### config.mk
export PLATFORM = sky130hd
export DESIGN_NAME = inst_mem_loader
export DESIGN_NICKNAME = d
export VERILOG_FILES = /design/src/rtl/inst_mem_loader.sv
export SDC_FILE = /design/constraint.sdc
export NUM_CORES = 1
export LEC_CHECK = 0
export CELL_PAD_IN_SITES_DETAIL_PLACEMENT = 1
export CELL_PAD_IN_SITES_GLOBAL_PLACEMENT = 2
export CORE_MARGIN = 4
export CORE_UTILIZATION = 35
export CTS_BUF_LIST = sky130_fd_sc_hd__clkbuf_8
export CTS_CLUSTER_DIAMETER = 150
export DETAILED_ROUTE_END_ITERATION = 6
export PLACE_DENSITY_LB_ADDON = 0.1
export SYNTH_ARGS = -nofsm -noshare
export SYNTH_HDL_FRONTEND = slang
export SYNTH_SLANG_ARGS = --single-unit
### constraint.sdc
create_clock -name i_clk -period 3.2 [get_ports i_clk]
set_input_delay 0.96 -clock i_clk [delete_from_list [all_inputs] [get_ports i_clk]]
set_output_delay 0.96 -clock i_clk [all_outputs]
set_load 0.02 [all_outputs]
### src/rtl/inst_mem_loader.sv
// Program loader: turns a framed byte stream (START_ADDR, LEN, data[, CHECKSUM]) into
// single-cycle instruction-memory byte writes. Define INST_MEM_LOADER_CHECKSUM_EN for the trailing checksum byte.
module inst_mem_loader #(
    parameter int MEM_DEPTH = 24,
    parameter int ADDR_BITS = 8
) (
    input  logic                 i_clk,
    input  logic                 i_rst_n,
    input  logic                 i_start,
    input  logic [7:0]           i_byte,
    input  logic                 i_byte_valid,
    output logic                 o_byte_ready,
    output logic [ADDR_BITS-1:0] o_mem_address,
    output logic [7:0]           o_mem_data,
    output logic                 o_mem_cs,
    output logic                 o_busy,
    output logic                 o_done,
    output logic                 o_error
);

    typedef enum logic [2:0] {
        IDLE,
        ADDR,
        LEN,
        DATA,
        WR,
`ifdef INST_MEM_LOADER_CHECKSUM_EN
        CSUM,
`endif
        DONE
    } state_e;

`ifdef INST_MEM_LOADER_CHECKSUM_EN
    localparam state_e EndState = CSUM;
`else
    localparam state_e EndState = DONE;
`endif

    state_e               state_q, state_d;
    logic [7:0]           addr_q, addr_d;
    logic [7:0]           cnt_q, cnt_d;
    logic [7:0]           sum_q, sum_d;
    logic                 error_q, error_d;
    logic [ADDR_BITS-1:0] mem_addr_q, mem_addr_d;
    logic [7:0]           mem_data_q, mem_data_d;

    // 9-bit arithmetic so a large LEN cannot wrap past the end of the store.
    logic [8:0] frame_end;
    logic       range_fault;

    assign frame_end   = {1'b0, addr_q} + {1'b0, i_byte};
    assign range_fault = ({1'b0, addr_q} >= 9'(MEM_DEPTH)) || (frame_end > 9'(MEM_DEPTH));

    // NOTE: every signal written below gets a default first, so no path can infer a latch.
    always_comb begin
        state_d      = state_q;
        addr_d       = addr_q;
        cnt_d        = cnt_q;
        sum_d        = sum_q;
        error_d      = error_q;
        mem_addr_d   = mem_addr_q;
        mem_data_d   = mem_data_q;
        o_byte_ready = 1'b0;
        o_mem_cs     = 1'b0;
        o_busy       = 1'b0;
        o_done       = 1'b0;

        case (state_q)
            IDLE: begin
                if (i_start) begin
                    state_d = ADDR;
                    error_d = 1'b0;
                    sum_d   = 8'h00;
                end
            end
            ADDR: begin
                o_byte_ready = 1'b1;
                o_busy       = 1'b1;
                if (i_byte_valid) begin
                    addr_d  = i_byte;
                    state_d = LEN;
                end
            end
            LEN: begin
                o_byte_ready = 1'b1;
                o_busy       = 1'b1;
                if (i_byte_valid) begin
                    cnt_d = i_byte;
                    if (range_fault) begin
                        error_d = 1'b1;
                        state_d = IDLE;
                    end else if (i_byte == 8'h00) begin
                        state_d = EndState;
                    end else begin
                        state_d = DATA;
                    end
                end
            end
            DATA: begin
                o_byte_ready = 1'b1;
                o_busy       = 1'b1;
                if (i_byte_valid) begin
                    // Load the write port now so it is valid for the whole WR cycle and holds after.
                    mem_addr_d = ADDR_BITS'(addr_q);
                    mem_data_d = i_byte;
                    sum_d      = sum_q + i_byte;
                    state_d    = WR;
                end
            end
            WR: begin
                o_mem_cs = 1'b1;
                o_busy   = 1'b1;
                addr_d   = addr_q + 8'd1;
                cnt_d    = cnt_q - 8'd1;
                state_d  = (cnt_q == 8'd1) ? EndState : DATA;
            end
`ifdef INST_MEM_LOADER_CHECKSUM_EN
            CSUM: begin
                o_byte_ready = 1'b1;
                o_busy       = 1'b1;
                if (i_byte_valid) begin
                    if (i_byte != sum_q) begin
                        error_d = 1'b1;
                        state_d = IDLE;
                    end else begin
                        state_d = DONE;
                    end
                end
            end
`endif
            DONE: begin
                o_done  = 1'b1;
                state_d = IDLE;
            end
            default: state_d = IDLE;
        endcase
    end

    // NOTE: state registers use non-blocking assignments so all of them update together at the edge.
    always_ff @(posedge i_clk or negedge i_rst_n) begin
        if (!i_rst_n) begin
            state_q    <= IDLE;
            addr_q     <= '0;
            cnt_q      <= '0;
            sum_q      <= '0;
            error_q    <= 1'b0;
            mem_addr_q <= '0;
            mem_data_q <= '0;
        end else begin
            state_q    <= state_d;
            addr_q     <= addr_d;
            cnt_q      <= cnt_d;
            sum_q      <= sum_d;
            error_q    <= error_d;
            mem_addr_q <= mem_addr_d;
            mem_data_q <= mem_data_d;
        end
    end

    assign o_mem_address = mem_addr_q;
    assign o_mem_data    = mem_data_q;
    assign o_error       = error_q;

endmodule

After elaboration in Yosys (flattened, before gate mapping)
Index checks and enable logic that the tools add are counted.

Bits of input ports: 12. Logic and storage cells: 54. Register bits after elaboration: 36.

Add/subtract/negate cells: 3. Equality and inequality tests: 11. Reductions and logical operators: 13. Multiplexer cells: 19. Magnitude comparators: 2.

Operators by type and width (count): one-hot mux 8 bit (2 select lines) (2); two-way mux 3 bit (7); one-hot mux 3 bit (5 select lines) (1); inequality test 2 bit, second input constant (5); adder 8 x 8 -> 9 bit (1); greater-than comparator 9 x 5 -> 1 bit, second input constant (1); adder 8 x 1 -> 8 bit, second input constant (1); == test 8 x 1 -> 1 bit, second input constant (1); >= comparator 8 x 5 -> 1 bit, second input constant (1); logical NOT 8 bit (1); two-way mux 8 bit (1); AND reduction 4 bit (2); subtractor 8 x 1 -> 8 bit, second input constant (1); two-way mux 1 bit (7); == test 3 x 2 -> 1 bit, second input constant (2); == test 3 bit, second input constant (2); AND reduction 2 bit (3); nonzero test 2 bit (3); OR reduction 4 bit (1); == test 3 x 1 -> 1 bit, second input constant (1); logical NOT 3 bit (1); OR reduction 3 bit (1); one-hot mux 1 bit (2 select lines) (1); logical OR 1 bit (1).

Longest topological paths before layout
Gate-level depths: netlist of run 1.

Word-level depth: 6. Mapped depth: 8. Gate-level depth less buffers: 7.

Worst setup path after synthesis of run 1
Ideal clock, no wire load.

Path type: input to register. From: in i_byte[0]. To: reg error_q, in the netlist o_error. Arrival time: 2.784 ns. Cell stages on the path: 7. Path buffers: 0. Required time: 3.076 ns. Slack: 0.293 ns. Cell sequence: ha_1 -> fa_1 -> a21o_1 -> a221oi_1 -> mux2i_1 -> nand4b_2 -> o31a_1.

Word-level cells in the longest chain between the ends: 5.

Ends and longest elaborated chain: start: declaration (line 10) `input logic [7:0] i_byte,`; adder 8 x 8 -> 9 bit (line 51) `assign frame_end = {1'b0, addr_q} + {1'b0, i_byte};`; greater-than comparator 9 x 5 -> 1 bit (line 52) `assign range_fault = ({1'b0, addr_q} >= 9'(MEM_DEPTH)) || (frame_end > 9'(MEM_DEPTH));`; logical OR 1 bit (line 52); inequality test 2 bit (no line); AND reduction 4 bit (no line); end signal: assignment (line 154) `error_q <= error_d;`; end: declaration (line 43) `logic error_q, error_d;`.

No other way between the ends. A chain may end at the register's enable or synchronous reset.

Worst setup path in the final report of run 1
Ends and elaborated chain as after synthesis.

==> reports/metrics.csv, run 1 <==
stage,metric,value,unit
sta,Final Hold Viols,0,
route,drt via density,5.53,
sta,clock skew,0.00683,ns
logic_synthesis,post-synth top area share,38.9,%
critical_path,Crit Path Max Fanout,4,
pwr,"Power, Total",2.81,mW
finish,layout cells sized above 1,20.9,%
logic_synthesis,Mapped Area,2310,µm²
critical_path,crit start category,input port,
pwr,peak supply drop,406,µV
critical_path,Crit path required time,3.38,ns
global_route,largest net degree at the start of global routing,37,
logic_synthesis,Yosys cell types,59,
logic_synthesis,ys flop type,dfrtp_1,
sta,min Tclk post-route,3.06,ns
critical_path,RR Startpoint,addr_q[0],
clock_tree,H-tree depth,2,
flow_run,max_cap viols,0,
route,Final ANT Viol Nets,0,
route,DR iter-0 viols,67,
route,Remaining DRCs,0,
critical_path,Top delay family on crit path,compound AO/OA/AOI/OAI gates,
logic_synthesis,flip-flop and latch count after synthesis,36,
floorplan,# rows,29,
floorplan,die area,7980,µm²
hold_path,Hold Path End,o_mem_address[2],
global_route,grt ovf,0,
logic_synthesis,synthesized instance count,228,
finish,ANT cells,0,
route,Pre-antenna DRT Iters,4,
logic_synthesis,Yosys top cell by area,dfrtp_1,
sta,final setup fails,0,
global_route,global-route wire length before repair,10.8,mm
placed_design,port bufs,32,
sta,Final Cycle Share,95.7,%
floorplan,Starting Density,36.2,%
sta,Pins Over Slew Limit,0,
route,routed length per instance,18.2,µm
finish,final net count,306,
logic_synthesis,Synthesis Warnings,0,
logic_synthesis,Post-synth EDFFs,0,
finish,Finished Core Util,45.9,%
placed_design,Routability Congestion,0.746,
critical_path,critical path endpoint category,register,
sta,setup slack after layout,0.139,ns
floorplan,Chip Width,89.3,µm
critical_path,flop2flop setup slack,0.87,ns
clock_tree,clk sinks,36,
sta,FMAX,327,MHz
pwr,Pleak,1.31,nW
logic_synthesis,post-synth net total,253,
clock_tree,CTS tree,done,
global_route,vias in the first global route,2078,
clock_tree,root buf cell,clkbuf_8,
logic_synthesis,sequential fraction of the synthesis area,38.9,%
route,drt total wl,6.52,mm
hold_path,Hold Crit Class,reg2reg,
logic_synthesis,top cell types by occurrence after synthesis,"36 x dfrtp_1, 21 x nand2_1, 17 x nor2_1",
critical_path,R2R cell count,7,
critical_path,Arrival @ worst endpoint,3.25,ns
placed_design,half-perimeter wire length after placement,4.97,mm
finish,Syn-to-layout area delta,26.8,%
floorplan,Core ar.,6390,µm²
logic_synthesis,cell with the most instances after synthesis,dfrtp_1,
critical_path,Bufs and invs on worst path,1,
global_route,initial antenna violation count,0,
finish,FF+latch area,901,µm²
logic_synthesis,syn_area_per_cell,10.2,µm²
finish,filler cell count,740,
run_status,status,finished clean,
hold_path,Hold Path Stages,1,
placed_design,Setup WS pre-CTS,-0.321,ns
clock_tree,Skew-Pair Late Insertion Delay,0.29,ns
logic_synthesis,Post-synth ARST share,100,%
critical_path,CP Cell Sequence,clkdlybuf4s50_1 > ha_1 > fa_2 > a21o_1 > a221oi_2 > mux2i_1 > nand4b_2 > o31a_1,
finish,multi-input logic area,1340,µm²
critical_path,r2r endpoint,o_error,
clock_tree,post-CTS setup buffer count,0,
logic_synthesis,top post-synthesis cells by area,"dfrtp_1 39%, ha_1 6.5%, mux2_2 4.4%, nand2_1 3.4%, nor2_1 2.8%",
clock_tree,Num CTS Buffers,5,
critical_path,critical path type,in2reg,
critical_path,Crit path largest cell delay,0.45,ns
global_route,GRT Total Usage,17.7,%
critical_path,slowest CP cell,clkdlybuf4s50_1,
pwr,pwr dens,957,nW/µm²
floorplan,die height,89.3,µm
sta,Slew @ Worst Pin,0.830,ns
clock_tree,clock transition at the registers of the reported paths,0.08,ns
floorplan,I/O Pins,33,
sta,RSZ-0062 raised after global routing,no,
clock_tree,Max clock buf depth,2,
route,Vias,1985,
sta,max_slew headroom,44.7,%
hold_path,HP Start,o_mem_address[2],
-- worst reg2reg max path: stages (launching register included) --
cell and delay [ns]:
dfrtp_1 0.42, ha_1 0.23, fa_2 0.37, a21o_1 0.20, a221oi_2 0.26, mux2i_1 0.24, nand4b_2 0.18, o31a_1 0.33
-- cell families (layout without fill, tap and decap cells) --
kind of cell / after synthesis / in the layout / synth area share (%)
AOI/OAI and AO/OA: 65 / 65 / 21.1
buffers and inverters: 16 / 70 / 3.68
muxes: 17 / 17 / 8.11
xor gates and xnor gates: 2 / 2 / 0.757
and+or+nand+nor: 79 / 79 / 20.1
DFF: 36 / 36 / 38.9
adders and majority gates: 13 / 13 / 7.35
-- sequential cells by signal, indices dropped and copies added, names as in the netlist --
signal         cells
o_mem_address      8
o_mem_data         8
o_error            1
cnt_q              8
addr_q             8
state_q            3
-- stage by stage --
stage,setup TNS (ns),std cells,instance area (µm²),hold slack (ns)
CTS,0,359,2930,0.504
detailed placement,-1.02,351,2840,0.479
global placement,-0.731,351,2840,0.469
global route,0,359,2930,0.523
floorplan,0,228,2310,0.484
finish,0,359,2930,0.497
-- cell type report --
class | count | area share [%]
timing repair buffer | 54 | 16.4
clock inverter | 3 | 0.640
sequential | 36 | 30.7
inverter | 8 | 1.07
tap | 77 | 3.28
multi-input combinational | 176 | 45.6
clock buffer | 5 | 2.35
-- power breakdown --
group | leakage (nW) | total (mW) | switching, mW | internal (mW)
logic | 0.827 | 1.55 | 0.778 | 0.773
registers | 0.439 | 0.920 | 0.247 | 0.673
clock network | 0.0479 | 0.336 | 0.183 | 0.152
-- cell usage in the layout, fill, tap and decap left out, drive strengths merged, types with 3 or more instances in the layout --
master,n
clkbuf,5
mux2i,3
nand2b,4
nor2,18
a22oi,4
buf,23
and3,5
o31ai,4
nand2,22
mux2,14
a21oi,12
ha,12
dfrtp,36
inv,7
nand3,8
a221o,5
a21o,5
o211ai,4
clkinv,4
nor4,3
nor3,6
o21ai,13
clkdlybuf4s50,31
-- repair_timing --
action                     in CTS  in global routing
gates resized for setup         1                  1
setup endpoints to repair       1                  1
hold buffers                    0                  0
-- routing by layer --
metal  track usage (%)  share of wire, %  vias to the layer above
li1                  -                 -                      956
met1              23.6                47                      995
met2              30.2                49                       30
met3              3.23               3.4                        4
met4              3.65              0.94                        0
met5                 0                 0                        -
-- how the worst max path moves through the flow --
stage | slack, ns | cells after the start | start | endpoint
global placement | -0.25 | 8 | i_byte[0] | o_error
detailed placement | -0.32 | 8 | i_byte[0] | o_error
finish | 0.14 | 8 | i_byte[0] | o_error
floorplan | 0.29 | 7 | i_byte[0] | o_error
CTS | 0.04 | 9 | i_byte[0] | o_error
global route | 0.03 | 8 | i_byte[0] | o_error
(Power assumes the default switching activity.)
==> run 2: changes to the inputs <==
RECOVER_POWER = 25   (was default)
==> reports/metrics.csv, run 2 (synthesis results as in run 1) <==
stage,metric,value,unit
route,Pre-antenna DRT Iters,4,
sta,final setup fails,0,
placed_design,half-perimeter wire length after placement,4.97,mm
sta,Final Hold Viols,0,
global_route,global-route layer with the greatest usage,met2,
run_status,status,"complete, but fails checks",
finish,ANT cells,0,
pwr,pwr dens,957,nW/µm²
critical_path,slowest CP cell,clkdlybuf4s50_1,
sta,setup slack after layout,0.139,ns
floorplan,# rows,29,
route,DR iter-0 viols,67,
clock_tree,Hold Buf Count CTS,0,
global_route,largest net degree at the start of global routing,37,
pwr,Pleak,1.31,nW
sta,Final Cycle Share,95.7,%
sta,Slew @ Worst Pin,1.98,ns
sta,WHS,0.497,ns
critical_path,crit path from,i_byte[0],
critical_path,Crit path required time,3.38,ns
clock_tree,clock transition at the registers of the reported paths,0.08,ns
critical_path,r2r endpoint,o_error,
critical_path,RR Startpoint,addr_q[0],
global_route,vias in the first global route,2078,
pwr,peak supply drop,406,µV
clock_tree,Skew-Pair Late Insertion Delay,0.29,ns
placed_design,Setup WS pre-CTS,-0.321,ns
placed_design,port bufs,32,
placed_design,Routability Congestion,0.746,
hold_path,Hold Crit Class,reg2reg,
route,Remaining DRCs,0,
critical_path,CP endpoint,o_error,
critical_path,critical path type,in2reg,
route,routed length per instance,18.2,µm
global_route,grt ovf,0,
clock_tree,CTS tree,done,
critical_path,R2R cell count,7,
flow_run,max_cap viols,1,
critical_path,CP Cell Sequence,clkdlybuf4s50_1 > ha_1 > fa_2 > a21o_1 > a221oi_2 > mux2i_1 > nand4b_2 > o31a_1,
sta,clock skew,0.00683,ns
clock_tree,root buf cell,clkbuf_8,
floorplan,Chip Width,89.3,µm
clock_tree,Num CTS Buffers,5,
run_status,violated checks,"capacitance limit, slew limit",
sta,max_slew headroom,-32.0,%
global_route,global-route wire length before repair,10.8,mm
finish,multi-input logic area,1340,µm²
clock_tree,post-CTS setup buffer count,0,
pwr,"Power, Total",2.81,mW
finish,FF+latch area,901,µm²
global_route,GR Layer Usage met2,30.2,%
finish,"commonest non-fill, non-tap cell in the layout",dfrtp_1,
finish,layout cells sized above 1,20.6,%
global_route,initial antenna violation count,0,
critical_path,Arrival @ worst endpoint,3.25,ns
floorplan,Core ar.,6390,µm²
sta,min Tclk post-route,3.06,ns
global_route,GRT Total Usage,17.7,%
route,drt total wl,6.52,mm
global_route,met3 Resource Use GR,3.23,%
finish,"commonest cells after routing, fill and taps aside","36 x dfrtp_1, 31 x clkdlybuf4s50_1, 22 x buf_4",
sta,RSZ-0062 raised after global routing,no,
sta,FMAX,327,MHz
finish,filler cell count,741,
floorplan,die height,89.3,µm
clock_tree,clk sinks,36,
critical_path,Crit Path Max Fanout,4,
finish,final net count,306,
critical_path,Crit path largest cell delay,0.45,ns
clock_tree,Max clock buf depth,2,
clock_tree,H-tree depth,2,
floorplan,I/O Pins,33,
sta,Pins Over Slew Limit,37,
floorplan,Starting Density,36.2,%
global_route,met1 usage,23.6,%
route,Vias,1985,
critical_path,critical path endpoint category,register,
floorplan,die area,7980,µm²
critical_path,flop2flop setup slack,0.87,ns
route,Final ANT Viol Nets,0,
finish,Syn-to-layout area delta,26.7,%
critical_path,crit start category,input port,
route,drt via density,5.53,
==> run 2: metrics by stage <==
step	util (%)	area, µm²	setup TNS (ns)	cells
2_1_floorplan	-	2310	0	228
3_3_place_gp	44.4	2840	-0.731	351
3_5_place_dp	44.4	2840	-1.02	351
4_1_cts	45.9	2930	0	359
5_1_grt	45.9	2930	0	359
6_report	45.9	2930	0	359
==> run 2: cell type report <==
cell class,count,area share (%)
Clock buffer,5,2.35
Clock inverter,3,0.640
Inverter,8,1.07
Multi-Input combinational cell,176,45.6
Sequential cell,36,30.7
Tap cell,77,3.28
Timing Repair Buffer,54,16.3
==> run 2: worst min path at each step <==
| stage | start | endpoint | slack (ns) | depth (start not counted) |
|---|---|---|---|---|
| floorplan | cnt_q[5] | cnt_q[5] | 0.48 | 1 |
| global placement | o_mem_address[0] | o_mem_address[0] | 0.47 | 2 |
| detailed placement | o_mem_address[0] | o_mem_address[0] | 0.48 | 2 |
| CTS | o_mem_address[2] | o_mem_address[2] | 0.50 | 1 |
| global route | o_mem_address[3] | o_mem_address[3] | 0.52 | 1 |
| finish | o_mem_address[2] | o_mem_address[2] | 0.50 | 1 |
==> run 2: per-layer routing <==
| metal | share of wire, % | vias to the layer above |
|---|---|---|
| met5 | 0 | - |
| met4 | 0.94 | 0 |
| met3 | 3.4 | 4 |
| met2 | 49 | 30 |
| met1 | 47 | 995 |
| li1 | - | 956 |
==> run 2: timing repair <==
action                     in CTS  in global routing
resized for setup               1                  1
gates cloned                    0                  0
setup endpoints to repair       1                  1
==> run 2: worst max-delay path, delay by kind of cell <==
| kind | cells | cell delay, ns |
|---|---|---|
| buffers and inverters | 1 | 0.45 |
| AND/OR/NAND/NOR | 1 | 0.18 |
| adder cells (fa/ha/maj) | 2 | 0.62 |
| AO/OA/AOI/OAI | 3 | 0.79 |
| multiplexers | 1 | 0.24 |
==> run 2: report_power, final <==
group	switching [mW]	total, mW	leakage, nW	internal [mW]
clock	0.183	0.336	0.0479	0.152
combinational	0.778	1.55	0.824	0.773
sequential	0.247	0.920	0.439	0.673
total	1.21	2.81	1.31	1.60
